===== src/rtl/mem_arbiter_if.sv =====
// Bus bundle between the icache/dcache miss FSMs, the memory arbiter and the main-memory port.
// slave = arbiter view; master = requesters plus memory view.
interface mem_arbiter_if #(
    parameter int AW    = 12,
    parameter int DW    = 128,
    parameter int BEATS = 4
);
    localparam int CW = $clog2(BEATS);

    logic          ic_req_valid;
    logic          ic_req_ready;
    logic [AW-1:0] ic_req_addr;
    logic          ic_rsp_valid;
    logic [DW-1:0] ic_rsp_data;
    logic          ic_done;

    logic          dc_req_valid;
    logic          dc_req_ready;
    logic [AW-1:0] dc_req_addr;
    logic          dc_req_rtype;
    logic [DW-1:0] dc_wdata;
    logic [CW-1:0] dc_wbeat;
    logic          dc_rsp_valid;
    logic [DW-1:0] dc_rsp_data;
    logic          dc_done;

    logic          mem_req_valid;
    logic          mem_req_ready;
    logic          mem_req_we;
    logic [AW-1:0] mem_req_addr;
    logic [DW-1:0] mem_req_wdata;
    logic          mem_rsp_valid;
    logic [DW-1:0] mem_rsp_data;

    modport slave (
        input  ic_req_valid, ic_req_addr,
        input  dc_req_valid, dc_req_addr, dc_req_rtype, dc_wdata,
        input  mem_req_ready, mem_rsp_valid, mem_rsp_data,
        output ic_req_ready, ic_rsp_valid, ic_rsp_data, ic_done,
        output dc_req_ready, dc_wbeat, dc_rsp_valid, dc_rsp_data, dc_done,
        output mem_req_valid, mem_req_we, mem_req_addr, mem_req_wdata
    );

    modport master (
        output ic_req_valid, ic_req_addr,
        output dc_req_valid, dc_req_addr, dc_req_rtype, dc_wdata,
        output mem_req_ready, mem_rsp_valid, mem_rsp_data,
        input  ic_req_ready, ic_rsp_valid, ic_rsp_data, ic_done,
        input  dc_req_ready, dc_wbeat, dc_rsp_valid, dc_rsp_data, dc_done,
        input  mem_req_valid, mem_req_we, mem_req_addr, mem_req_wdata
    );
endinterface


===== src/rtl/mem_arbiter.sv =====
// Arbitrates the main-memory port between icache fills and dcache fills/evictions, one line burst per grant.
// Define MEM_ARB_DC_PRIO_EN for fixed dcache priority; default is round-robin.
module mem_arbiter #(
    parameter int AW    = 12,
    parameter int DW    = 128,
    parameter int BEATS = 4
) (
    input  logic           clk,
    input  logic           rst,
    mem_arbiter_if.slave   bus
);
    localparam int CW = $clog2(BEATS);
    localparam logic [CW:0] LAST_BEAT = (CW+1)'(BEATS - 1);

    localparam logic [1:0] ARB_IDLE = 2'd0;
    localparam logic [1:0] ARB_RD   = 2'd1;
    localparam logic [1:0] ARB_WR   = 2'd2;

    localparam logic OWN_IC     = 1'b0;
    localparam logic OWN_DC     = 1'b1;
    localparam logic DMEM_WRITE = 1'b1;

    if (BEATS < 2 || (BEATS & (BEATS - 1)) != 0) begin : g_beats_check
        $error("BEATS must be a power of 2 and at least 2");
    end

    logic [1:0]       state_q, state_d;
    logic             owner_q, owner_d;
    logic             rr_last_q, rr_last_d;
    logic [AW-CW-1:0] line_q, line_d;
    // One extra bit so "all BEATS done" is distinguishable from beat 0.
    logic [CW:0]      req_cnt_q, req_cnt_d;
    logic [CW:0]      rsp_cnt_q, rsp_cnt_d;
    logic             ic_rsp_valid_q, ic_rsp_valid_d, ic_done_q, ic_done_d;
    logic             dc_rsp_valid_q, dc_rsp_valid_d, dc_done_q, dc_done_d;
    logic [DW-1:0]    ic_rsp_data_q, ic_rsp_data_d, dc_rsp_data_q, dc_rsp_data_d;

    logic grant_ic, grant_dc, mem_valid, req_fire, rsp_expected, rsp_fire;

    // NOTE: every always_comb output is given a default first so no latch can be inferred.
    always_comb begin
        grant_ic = 1'b0;
        grant_dc = 1'b0;
        if (state_q == ARB_IDLE && !rst) begin
`ifdef MEM_ARB_DC_PRIO_EN
            grant_dc = bus.dc_req_valid;
            grant_ic = bus.ic_req_valid && !bus.dc_req_valid;
`else
            if (bus.ic_req_valid && bus.dc_req_valid) begin
                grant_ic = (rr_last_q == OWN_DC);
                grant_dc = !grant_ic;
            end else begin
                grant_ic = bus.ic_req_valid;
                grant_dc = bus.dc_req_valid;
            end
`endif
        end
    end

    assign mem_valid    = (state_q == ARB_RD || state_q == ARB_WR) && !req_cnt_q[CW];
    assign req_fire     = mem_valid && bus.mem_req_ready;
    assign rsp_expected = (state_q == ARB_RD) && !rsp_cnt_q[CW];
    assign rsp_fire     = rsp_expected && bus.mem_rsp_valid;

    always_comb begin
        state_d        = state_q;
        owner_d        = owner_q;
        rr_last_d      = rr_last_q;
        line_d         = line_q;
        req_cnt_d      = req_cnt_q + {{CW{1'b0}}, req_fire};
        rsp_cnt_d      = rsp_cnt_q + {{CW{1'b0}}, rsp_fire};
        ic_rsp_valid_d = 1'b0;
        ic_done_d      = 1'b0;
        dc_rsp_valid_d = 1'b0;
        dc_done_d      = 1'b0;
        ic_rsp_data_d  = ic_rsp_data_q;
        dc_rsp_data_d  = dc_rsp_data_q;
        case (state_q)
            ARB_IDLE: begin
                if (grant_ic || grant_dc) begin
                    owner_d   = grant_dc ? OWN_DC : OWN_IC;
                    rr_last_d = owner_d;
                    line_d    = grant_dc ? bus.dc_req_addr[AW-1:CW] : bus.ic_req_addr[AW-1:CW];
                    req_cnt_d = '0;
                    rsp_cnt_d = '0;
                    state_d   = (grant_dc && bus.dc_req_rtype == DMEM_WRITE) ? ARB_WR : ARB_RD;
                end
            end
            ARB_RD: begin
                if (rsp_fire) begin
                    if (owner_q == OWN_DC) begin
                        dc_rsp_valid_d = 1'b1;
                        dc_rsp_data_d  = bus.mem_rsp_data;
                        dc_done_d      = (rsp_cnt_q == LAST_BEAT);
                    end else begin
                        ic_rsp_valid_d = 1'b1;
                        ic_rsp_data_d  = bus.mem_rsp_data;
                        ic_done_d      = (rsp_cnt_q == LAST_BEAT);
                    end
                end
                if (ic_done_q || dc_done_q) state_d = ARB_IDLE;
            end
            ARB_WR: begin
                dc_done_d = req_fire && (req_cnt_q == LAST_BEAT);
                if (dc_done_q) state_d = ARB_IDLE;
            end
            default: state_d = ARB_IDLE;
        endcase
    end

    always_ff @(posedge clk) begin
        if (rst) begin
            state_q        <= ARB_IDLE;
            owner_q        <= OWN_IC;
            rr_last_q      <= OWN_DC;
            line_q         <= '0;
            req_cnt_q      <= '0;
            rsp_cnt_q      <= '0;
            ic_rsp_valid_q <= 1'b0;
            ic_done_q      <= 1'b0;
            dc_rsp_valid_q <= 1'b0;
            dc_done_q      <= 1'b0;
            ic_rsp_data_q  <= '0;
            dc_rsp_data_q  <= '0;
        end else begin
            state_q        <= state_d;
            owner_q        <= owner_d;
            rr_last_q      <= rr_last_d;
            line_q         <= line_d;
            req_cnt_q      <= req_cnt_d;
            rsp_cnt_q      <= rsp_cnt_d;
            ic_rsp_valid_q <= ic_rsp_valid_d;
            ic_done_q      <= ic_done_d;
            dc_rsp_valid_q <= dc_rsp_valid_d;
            dc_done_q      <= dc_done_d;
            ic_rsp_data_q  <= ic_rsp_data_d;
            dc_rsp_data_q  <= dc_rsp_data_d;
        end
    end

    assign bus.ic_req_ready  = grant_ic;
    assign bus.dc_req_ready  = grant_dc;
    assign bus.ic_rsp_valid  = ic_rsp_valid_q;
    assign bus.ic_rsp_data   = ic_rsp_data_q;
    assign bus.ic_done       = ic_done_q;
    assign bus.dc_rsp_valid  = dc_rsp_valid_q;
    assign bus.dc_rsp_data   = dc_rsp_data_q;
    assign bus.dc_done       = dc_done_q;
    assign bus.dc_wbeat      = req_cnt_q[CW-1:0];
    assign bus.mem_req_valid = mem_valid;
    assign bus.mem_req_we    = (state_q == ARB_WR);
    assign bus.mem_req_addr  = {line_q, req_cnt_q[CW-1:0]};
    assign bus.mem_req_wdata = (state_q == ARB_WR) ? bus.dc_wdata : '0;

    a_ic_hold: assert property (@(posedge clk) disable iff (rst)
        bus.ic_req_valid && !bus.ic_req_ready |=> bus.ic_req_valid);
    a_dc_hold: assert property (@(posedge clk) disable iff (rst)
        bus.dc_req_valid && !bus.dc_req_ready |=> bus.dc_req_valid);
    a_rsp_expected: assert property (@(posedge clk) disable iff (rst)
        bus.mem_rsp_valid |-> rsp_expected);
endmodule


===== src/flat_wrapper.sv =====
// flat-port wrapper written by rule: the top's interface ports become plain ports
module mem_arbiter_flat 
#(
    parameter int AW    = 12,
    parameter int DW    = 128,
    parameter int BEATS = 4
)
  (clk, rst, bus_ic_req_valid, bus_ic_req_addr, bus_dc_req_valid, bus_dc_req_addr, bus_dc_req_rtype, bus_dc_wdata, bus_mem_req_ready, bus_mem_rsp_valid, bus_mem_rsp_data, bus_ic_req_ready, bus_ic_rsp_valid, bus_ic_rsp_data, bus_ic_done, bus_dc_req_ready, bus_dc_wbeat, bus_dc_rsp_valid, bus_dc_rsp_data, bus_dc_done, bus_mem_req_valid, bus_mem_req_we, bus_mem_req_addr, bus_mem_req_wdata);
  mem_arbiter_if #(.AW(AW), .DW(DW), .BEATS(BEATS)) bus_i ();
  input  logic clk;
  input  logic rst;
  input wire logic [$bits(bus_i.ic_req_valid)-1:0] bus_ic_req_valid;
  input wire logic [$bits(bus_i.ic_req_addr)-1:0] bus_ic_req_addr;
  input wire logic [$bits(bus_i.dc_req_valid)-1:0] bus_dc_req_valid;
  input wire logic [$bits(bus_i.dc_req_addr)-1:0] bus_dc_req_addr;
  input wire logic [$bits(bus_i.dc_req_rtype)-1:0] bus_dc_req_rtype;
  input wire logic [$bits(bus_i.dc_wdata)-1:0] bus_dc_wdata;
  input wire logic [$bits(bus_i.mem_req_ready)-1:0] bus_mem_req_ready;
  input wire logic [$bits(bus_i.mem_rsp_valid)-1:0] bus_mem_rsp_valid;
  input wire logic [$bits(bus_i.mem_rsp_data)-1:0] bus_mem_rsp_data;
  output wire logic [$bits(bus_i.ic_req_ready)-1:0] bus_ic_req_ready;
  output wire logic [$bits(bus_i.ic_rsp_valid)-1:0] bus_ic_rsp_valid;
  output wire logic [$bits(bus_i.ic_rsp_data)-1:0] bus_ic_rsp_data;
  output wire logic [$bits(bus_i.ic_done)-1:0] bus_ic_done;
  output wire logic [$bits(bus_i.dc_req_ready)-1:0] bus_dc_req_ready;
  output wire logic [$bits(bus_i.dc_wbeat)-1:0] bus_dc_wbeat;
  output wire logic [$bits(bus_i.dc_rsp_valid)-1:0] bus_dc_rsp_valid;
  output wire logic [$bits(bus_i.dc_rsp_data)-1:0] bus_dc_rsp_data;
  output wire logic [$bits(bus_i.dc_done)-1:0] bus_dc_done;
  output wire logic [$bits(bus_i.mem_req_valid)-1:0] bus_mem_req_valid;
  output wire logic [$bits(bus_i.mem_req_we)-1:0] bus_mem_req_we;
  output wire logic [$bits(bus_i.mem_req_addr)-1:0] bus_mem_req_addr;
  output wire logic [$bits(bus_i.mem_req_wdata)-1:0] bus_mem_req_wdata;
  assign bus_i.ic_req_valid = bus_ic_req_valid;
  assign bus_i.ic_req_addr = bus_ic_req_addr;
  assign bus_i.dc_req_valid = bus_dc_req_valid;
  assign bus_i.dc_req_addr = bus_dc_req_addr;
  assign bus_i.dc_req_rtype = bus_dc_req_rtype;
  assign bus_i.dc_wdata = bus_dc_wdata;
  assign bus_i.mem_req_ready = bus_mem_req_ready;
  assign bus_i.mem_rsp_valid = bus_mem_rsp_valid;
  assign bus_i.mem_rsp_data = bus_mem_rsp_data;
  assign bus_ic_req_ready = bus_i.ic_req_ready;
  assign bus_ic_rsp_valid = bus_i.ic_rsp_valid;
  assign bus_ic_rsp_data = bus_i.ic_rsp_data;
  assign bus_ic_done = bus_i.ic_done;
  assign bus_dc_req_ready = bus_i.dc_req_ready;
  assign bus_dc_wbeat = bus_i.dc_wbeat;
  assign bus_dc_rsp_valid = bus_i.dc_rsp_valid;
  assign bus_dc_rsp_data = bus_i.dc_rsp_data;
  assign bus_dc_done = bus_i.dc_done;
  assign bus_mem_req_valid = bus_i.mem_req_valid;
  assign bus_mem_req_we = bus_i.mem_req_we;
  assign bus_mem_req_addr = bus_i.mem_req_addr;
  assign bus_mem_req_wdata = bus_i.mem_req_wdata;
  mem_arbiter #(.AW(AW), .DW(DW), .BEATS(BEATS)) u_core (.clk(clk), .rst(rst), .bus(bus_i));
endmodule

===== config.mk =====
export PLATFORM = sky130hd
export DESIGN_NAME = mem_arbiter_flat
export DESIGN_NICKNAME = d
export VERILOG_FILES = /design/src/rtl/mem_arbiter_if.sv /design/src/rtl/mem_arbiter.sv /design/src/flat_wrapper.sv
export SDC_FILE = /design/constraint.sdc
export NUM_CORES = 1
export LEC_CHECK = 0
export BUFFER_PORTS_ARGS = -buffer_cell sky130_fd_sc_hd__buf_4
export CAP_MARGIN = 40
export CORE_AREA = 4 4 268 270
export CTS_CLUSTER_DIAMETER = 200
export CTS_CLUSTER_SIZE = 8
export DETAILED_ROUTE_END_ITERATION = 10
export DIE_AREA = 0 0 272 274
export PLACE_DENSITY = 0.4
export SLEW_MARGIN = 0
export SYNTH_ARGS = -nofsm -noshare
export SYNTH_HDL_FRONTEND = slang
export SYNTH_SLANG_ARGS = --single-unit

===== constraint.sdc =====
create_clock -name clk -period 4.8 [get_ports clk]
set_input_delay 0.24 -clock clk [delete_from_list [all_inputs] [get_ports clk]]
set_output_delay 0.24 -clock clk [all_outputs]
set_load 0.02 [all_outputs]

# Word level (Yosys, flattened, before mapping)
# Index checks and enable logic that the tools add are counted.
totals:
  out_inout_bits: 406
  inputBits: 287
  register_bits: 280
  wordCells: 67
op_classes:
  n_addsub: 2
  muxes: 21
  bitwise: 3
  n_reduce_logical: 22
  n_eq_ne: 7
op_table:
  columns: ["operator", "n"]
  rows:
  - ["128-bit two-way mux", 1]
  - ["3-bit two-way mux", 4]
  - ["10-bit two-way mux", 1]
  - ["1-bit two-way mux", 9]
  - ["3-bit AND reduction", 3]
  - ["1-bit logical AND", 8]
  - ["2-bit two-way mux", 4]
  - ["3-bit by 1-bit adder with 3-bit output", 2]
  - ["3-bit by 2-bit == test with 1-bit output (second input constant)", 2]
  - ["2-bit one-hot mux with 3 select lines", 1]
  - ["1-bit zero test", 4]
  - ["2-bit inequality test (second input constant)", 2]
  - ["4-bit OR reduction", 1]
  - ["1-bit logical OR", 3]
  - ["1-bit NOT", 3]
  - ["3-bit OR reduction", 1]
  - ["2-bit by 1-bit == test with 1-bit output (second input constant)", 1]
  - ["2-bit == test (second input constant)", 1]
  - ["2-bit zero test", 1]
  - ["2-bit by 1-bit inequality test with 1-bit output (second input constant)", 1]
  - ["1-bit one-hot mux with 2 select lines", 1]
  - ["2-bit AND reduction", 1]

# Depth between registers and ports, before layout
logic_depth:
  ltp_word: 7
  mapped_depth: 8
  mapped_depth_nobuf: 7

# Least setup slack after synthesis
# Ideal clock, no wire load.
synth_timing:
  path_kind: "reg-to-output"
  from: "register u_core.state_q[0]"
  to: "output bus_mem_req_wdata[100]"
  path_buffers: 2
  stages_incl_launch_ff: 6
  required_time_ns: 4.560
  setup_slack_ns: 3.109
  t_arrival_ns: 1.451
  cell_sequence: "dfxtp_1 -> inv_1 -> ha_1 -> clkbuf_1 -> clkbuf_1 -> and2_1"
synth_between:
  elab_chain_len: 2
synth_lines:
  columns: ["item", "line", "rtl"]
  rows:
  - ["start: declaration", "mem_arbiter.sv:27", "logic [1:0] state_q, state_d;"]
  - ["start signal: assignment", "mem_arbiter.sv:126", "state_q <= state_d;"]
  - ["2-bit == test", null, null]
  - ["named net bus_mem_req_we", "flat_wrapper.sv:31", "output wire logic [$bits(bus_i.mem_req_we)-1:0] bus_mem_req_we;"]
  - ["128-bit two-way mux", "mem_arbiter.sv:153", "assign bus.mem_req_wdata = (state_q == ARB_WR) ? bus.dc_wdata : '0;"]
  - ["end: declaration", "flat_wrapper.sv:33", "output wire logic [$bits(bus_i.mem_req_wdata)-1:0] bus_mem_req_wdata;"]
# The timed path passes the listed nets, and every way through them passes these cells.

# Worst setup path in the final report
layout_timing:
  from: "register u_core.state_q[0]"
  to: "output bus_mem_req_wdata[58]"
layout_between:
  elab_chain_len: 2
layout_lines:
  columns: ["item", "line"]
  rows:
  - ["2-bit == test", "mem_arbiter.sv:153"]
  - ["128-bit two-way mux", "mem_arbiter.sv:153"]
# No other way between the ends.

==> results.py <==
metrics = {
    "clocking": {
        "cts_max_path_buffers": 3,
        "ctsRootBufferMaster": "clkbuf_16",
        "clkSinkCount": 280,
        "numCtsBuffers": 40,
        "cts_max_level": 2,
        "clk_pin_slew_ns": 0.06,
        "cts_setup_buffers": 0,
        "cts_tree": "built",
        "clock_latency_ns": 0.57,
    },
    "sta": {
        "timing.final.max_slew_violations": 0,
        "setup_violations": 0,
        "fin_tns_setup_ns": 0,
        "relSlewSlack": 0.5253,
        "period_minus_slack_ns": 3.042,
        "max_freq_mhz": 328.7,
        "grt_setup_unrepaired": "no",
        "tightest_slew_ns": 0.7121,
        "skew_ns": 0.02764,
        "hold_violations": 0,
        "final.period_utilization": 0.6338,
    },
    "detailed_routing": {
        "ant_nets": 0,
        "via_per_inst": 3.948,
        "drc": 0,
        "drt_iter0_drc": 621,
        "drt-total-wl_mm": 72.10,
        "dr.pass1.iters": 5,
        "routedWlPerCell_um": 23.33,
        "route.vias.total": 12198,
    },
    "setup_path": {
        "worstReg2RegEnd": "u_core.bus.dc_rsp_data[96]",
        "cp_slowest_stage_delay_ns": 0.62,
        "endpoint_kind": "output port",
        "crit_start": "u_core.state_q[0]",
        "critPathTopFamily": "buffers and inverters",
        "required_ns": 4.56,
        "reg2reg_slack_ns": 2.45,
        "slowest_stage": "ha_2",
        "r2r_start": "u_core.state_q[1]",
        "crit_buf_inv": 3,
        "path_max_fanout": 61,
        "start_kind": "flip-flop",
        "arrival_ns": 2.80,
        "critPathKind": "flip-flop to output port",
        "reg2reg_depth": 7,
        "cp_common_cell": "buf_4",
        "crit_chain": "inv_1, ha_2, buf_4, and2_1, buf_4",
    },
    "cells_and_area": {
        "postLayoutCoreUtil": 0.2778,
        "area_growth_pct": 80.77,
        "final_nets": 2440,
        "drive_gt1_frac": 0.3517,
    },
    "floorplanning": {
        "die_width_um": 272,
        "initial_core_util": 0.1536,
        "rows": 97,
        "ios": 693,
        "die-area_um2": 74530,
        "die_h_um": 274,
        "core_area_um2": 69540,
    },
    "pwr": {
        "leakage_uw": 0.008307,
        "irDropWorstVdd_v": 0.0002386,
        "powerDensity_nw_per_um2": 344.5,
    },
    "global_routing": {
        "antenna_found_initial": 11,
        "grt_pass1_vias": 12183,
        "grt_pass1_wl_mm": 98.86,
        "grt_remaining_overflow": 0,
        "grt_usage": 0.1842,
        "grt_max_degree": 86,
    },
    "yosys": {
        "yosys.area_share.simple": 0.2766,
        "synthAdderAreaFrac": 0.008197,
        "synth_area_um2": 10690,
        "synth_xor_area_frac": 0.001639,
        "yosys-mux-area-fraction": 0.001054,
        "ys_ff_latch": 280,
        "synth.lib_cells_used.distinct": 30,
        "yosys_warnings": 0,
        "syn_inst": 1360,
        "ys_seq_area_frac": 0.5246,
        "synth_compound_area_frac": 0.1337,
        "synth_top_family_by_area": "simple AND/OR/NAND/NOR gates",
        "syn_avg_cell_area_um2": 7.857,
        "synth_nets": 1654,
    },
    "placement": {
        "io_buffers": 688,
        "gp_congestion": 1.014,
        "dpl.hpwl_mm": 56.79,
    },
    "run_status": {
        "status": "finished clean",
    },
    "hold_path": {
        "hold-path-endpoint": "u_core.state_q[0]",
        "hold_depth": 3,
        "hold_class": "primary input to flip-flop",
        "hold_path_startpoint": "bus_dc_req_rtype",
    },
    "job": {
        "drv_cap": 0,
    },
}
worst min-delay path, delay by kind of cell:
kind            cells  cell delay [ns]
compound gates      1             0.08
buf+inv             1             0.07
simple gates        1             0.15
final cells by class:
type,instances,area [um2]
fill,7592,50230
timing repair buffer,852,6924
sequential,280,5605
multi-input combinational,969,4526
tap,940,1176
clock buffer,41,1026
clock inverter,2,40.04
inverter,3,11.26
antenna,3,7.507
flip-flops by register name (all words and copies together) (netlist names), 2 cells and up:
register	cells
u_core.bus.dc_rsp_data	128
u_core.bus.ic_rsp_data	128
u_core.line_q	10
u_core.req_cnt_q	3
u_core.rsp_cnt_q	3
u_core.state_q	2
worst max-delay path by stage:
| stage | endpoint | slack, ns | cells after the start |
|---|---|---|---|
| 2_1_floorplan | bus_mem_req_wdata[100] | 3.11 | 5 |
| 3_3_place_gp | u_core.bus.ic_rsp_data[123] | 2.26 | 7 |
| 3_5_place_dp | bus_mem_req_wdata[66] | 2.39 | 5 |
| 4_1_cts | bus_mem_req_wdata[66] | 1.78 | 5 |
| 5_1_grt | bus_mem_req_wdata[66] | 1.56 | 5 |
| 6_report | bus_mem_req_wdata[58] | 1.76 | 5 |
per-layer routing:
layer	vias up	routed length, um	GRT usage	share of wire
met5	-	26	0	0.00036
met4	4	964	0.02874	0.013
met3	68	5000	0.05102	0.069
met2	441	34510	0.3113	0.48
met1	5786	31600	0.2394	0.44
li1	5899	-	-	-
power breakdown:
part           switching, uW  leakage [uW]  internal, uW
sequential              78.7       0.00227          2470
combinational            862       0.00552           641
clock                   1090      0.000525          1510
total                   2030       0.00831          4620
cells in the mapped netlist:
cell	n	area share
nand2_1	522	0.18
nand4_1	1	0.00059
buf_2	37	0.017
ha_1	7	0.0082
nor4_1	1	0.00059
and3b_2	1	0.00094
mux2_2	1	0.0011
o32ai_1	1	0.00082
nor3_1	3	0.0014
nor2_1	13	0.0046
a222oi_1	7	0.0066
o21ai_0	1	0.00047
dfxtp_1	280	0.52
a21oi_1	258	0.12
nor2b_1	2	0.0012
buf_4	11	0.0077
nand2b_1	4	0.0023
a22oi_1	3	0.0021
inv_1	3	0.0011
o21bai_1	1	0.00070
o21a_1	1	0.00070
and3b_1	2	0.0016
buf_6	10	0.011
clkbuf_1	50	0.018
nand2b_2	1	0.00082
a211oi_1	1	0.00070
xnor2_1	2	0.0016
a211o_1	1	0.00082
and2b_1	1	0.00070
and2_1	134	0.078
per-stage QoR:
step                      instance area (um2)  setup slack, ns  power, uW  hold WS (ns)  std cells
after global routing                    19320            1.563       6972       0.04243       3090
after global placement                  16620            2.259       3965        0.4380       2890
final                                   19320            1.758       6655       0.04300       3090
after floorplan                         10690            3.109       3240        0.3390       1360
after detailed placement                16760            2.389       4002        0.4335       2896
after CTS                               19310            1.777       6791      0.005287       3087
cells in the final DEF, fill, tap and decap left out, types with 3 or more instances in the layout:
master,n
nor2_1,13
a22oi_1,3
nand2_1,521
nand2b_1,4
diode_2,3
a21oi_1,258
dfxtp_1,280
buf_12,4
dlygate4sd3_1,148
buf_4,694
buf_16,5
a222oi_1,7
clkbuf_16,41
inv_1,3
ha_1,6
nor3_1,3
and2_1,133
what timing repair did:
action,4_1_cts,5_1_grt
hold buffers,148,0
endpoints found under the setup margin,0,0
gates resized for setup,0,0
hold endpoints to repair,264,0
kinds of logic after synthesis:
kind of cell	after synthesis
compound gates	274
xor+xnor	2
fa+ha+maj	7
buf+inv	111
flops	280
mux	1
simple gates	685
Power figures use the tool's default switching activity.
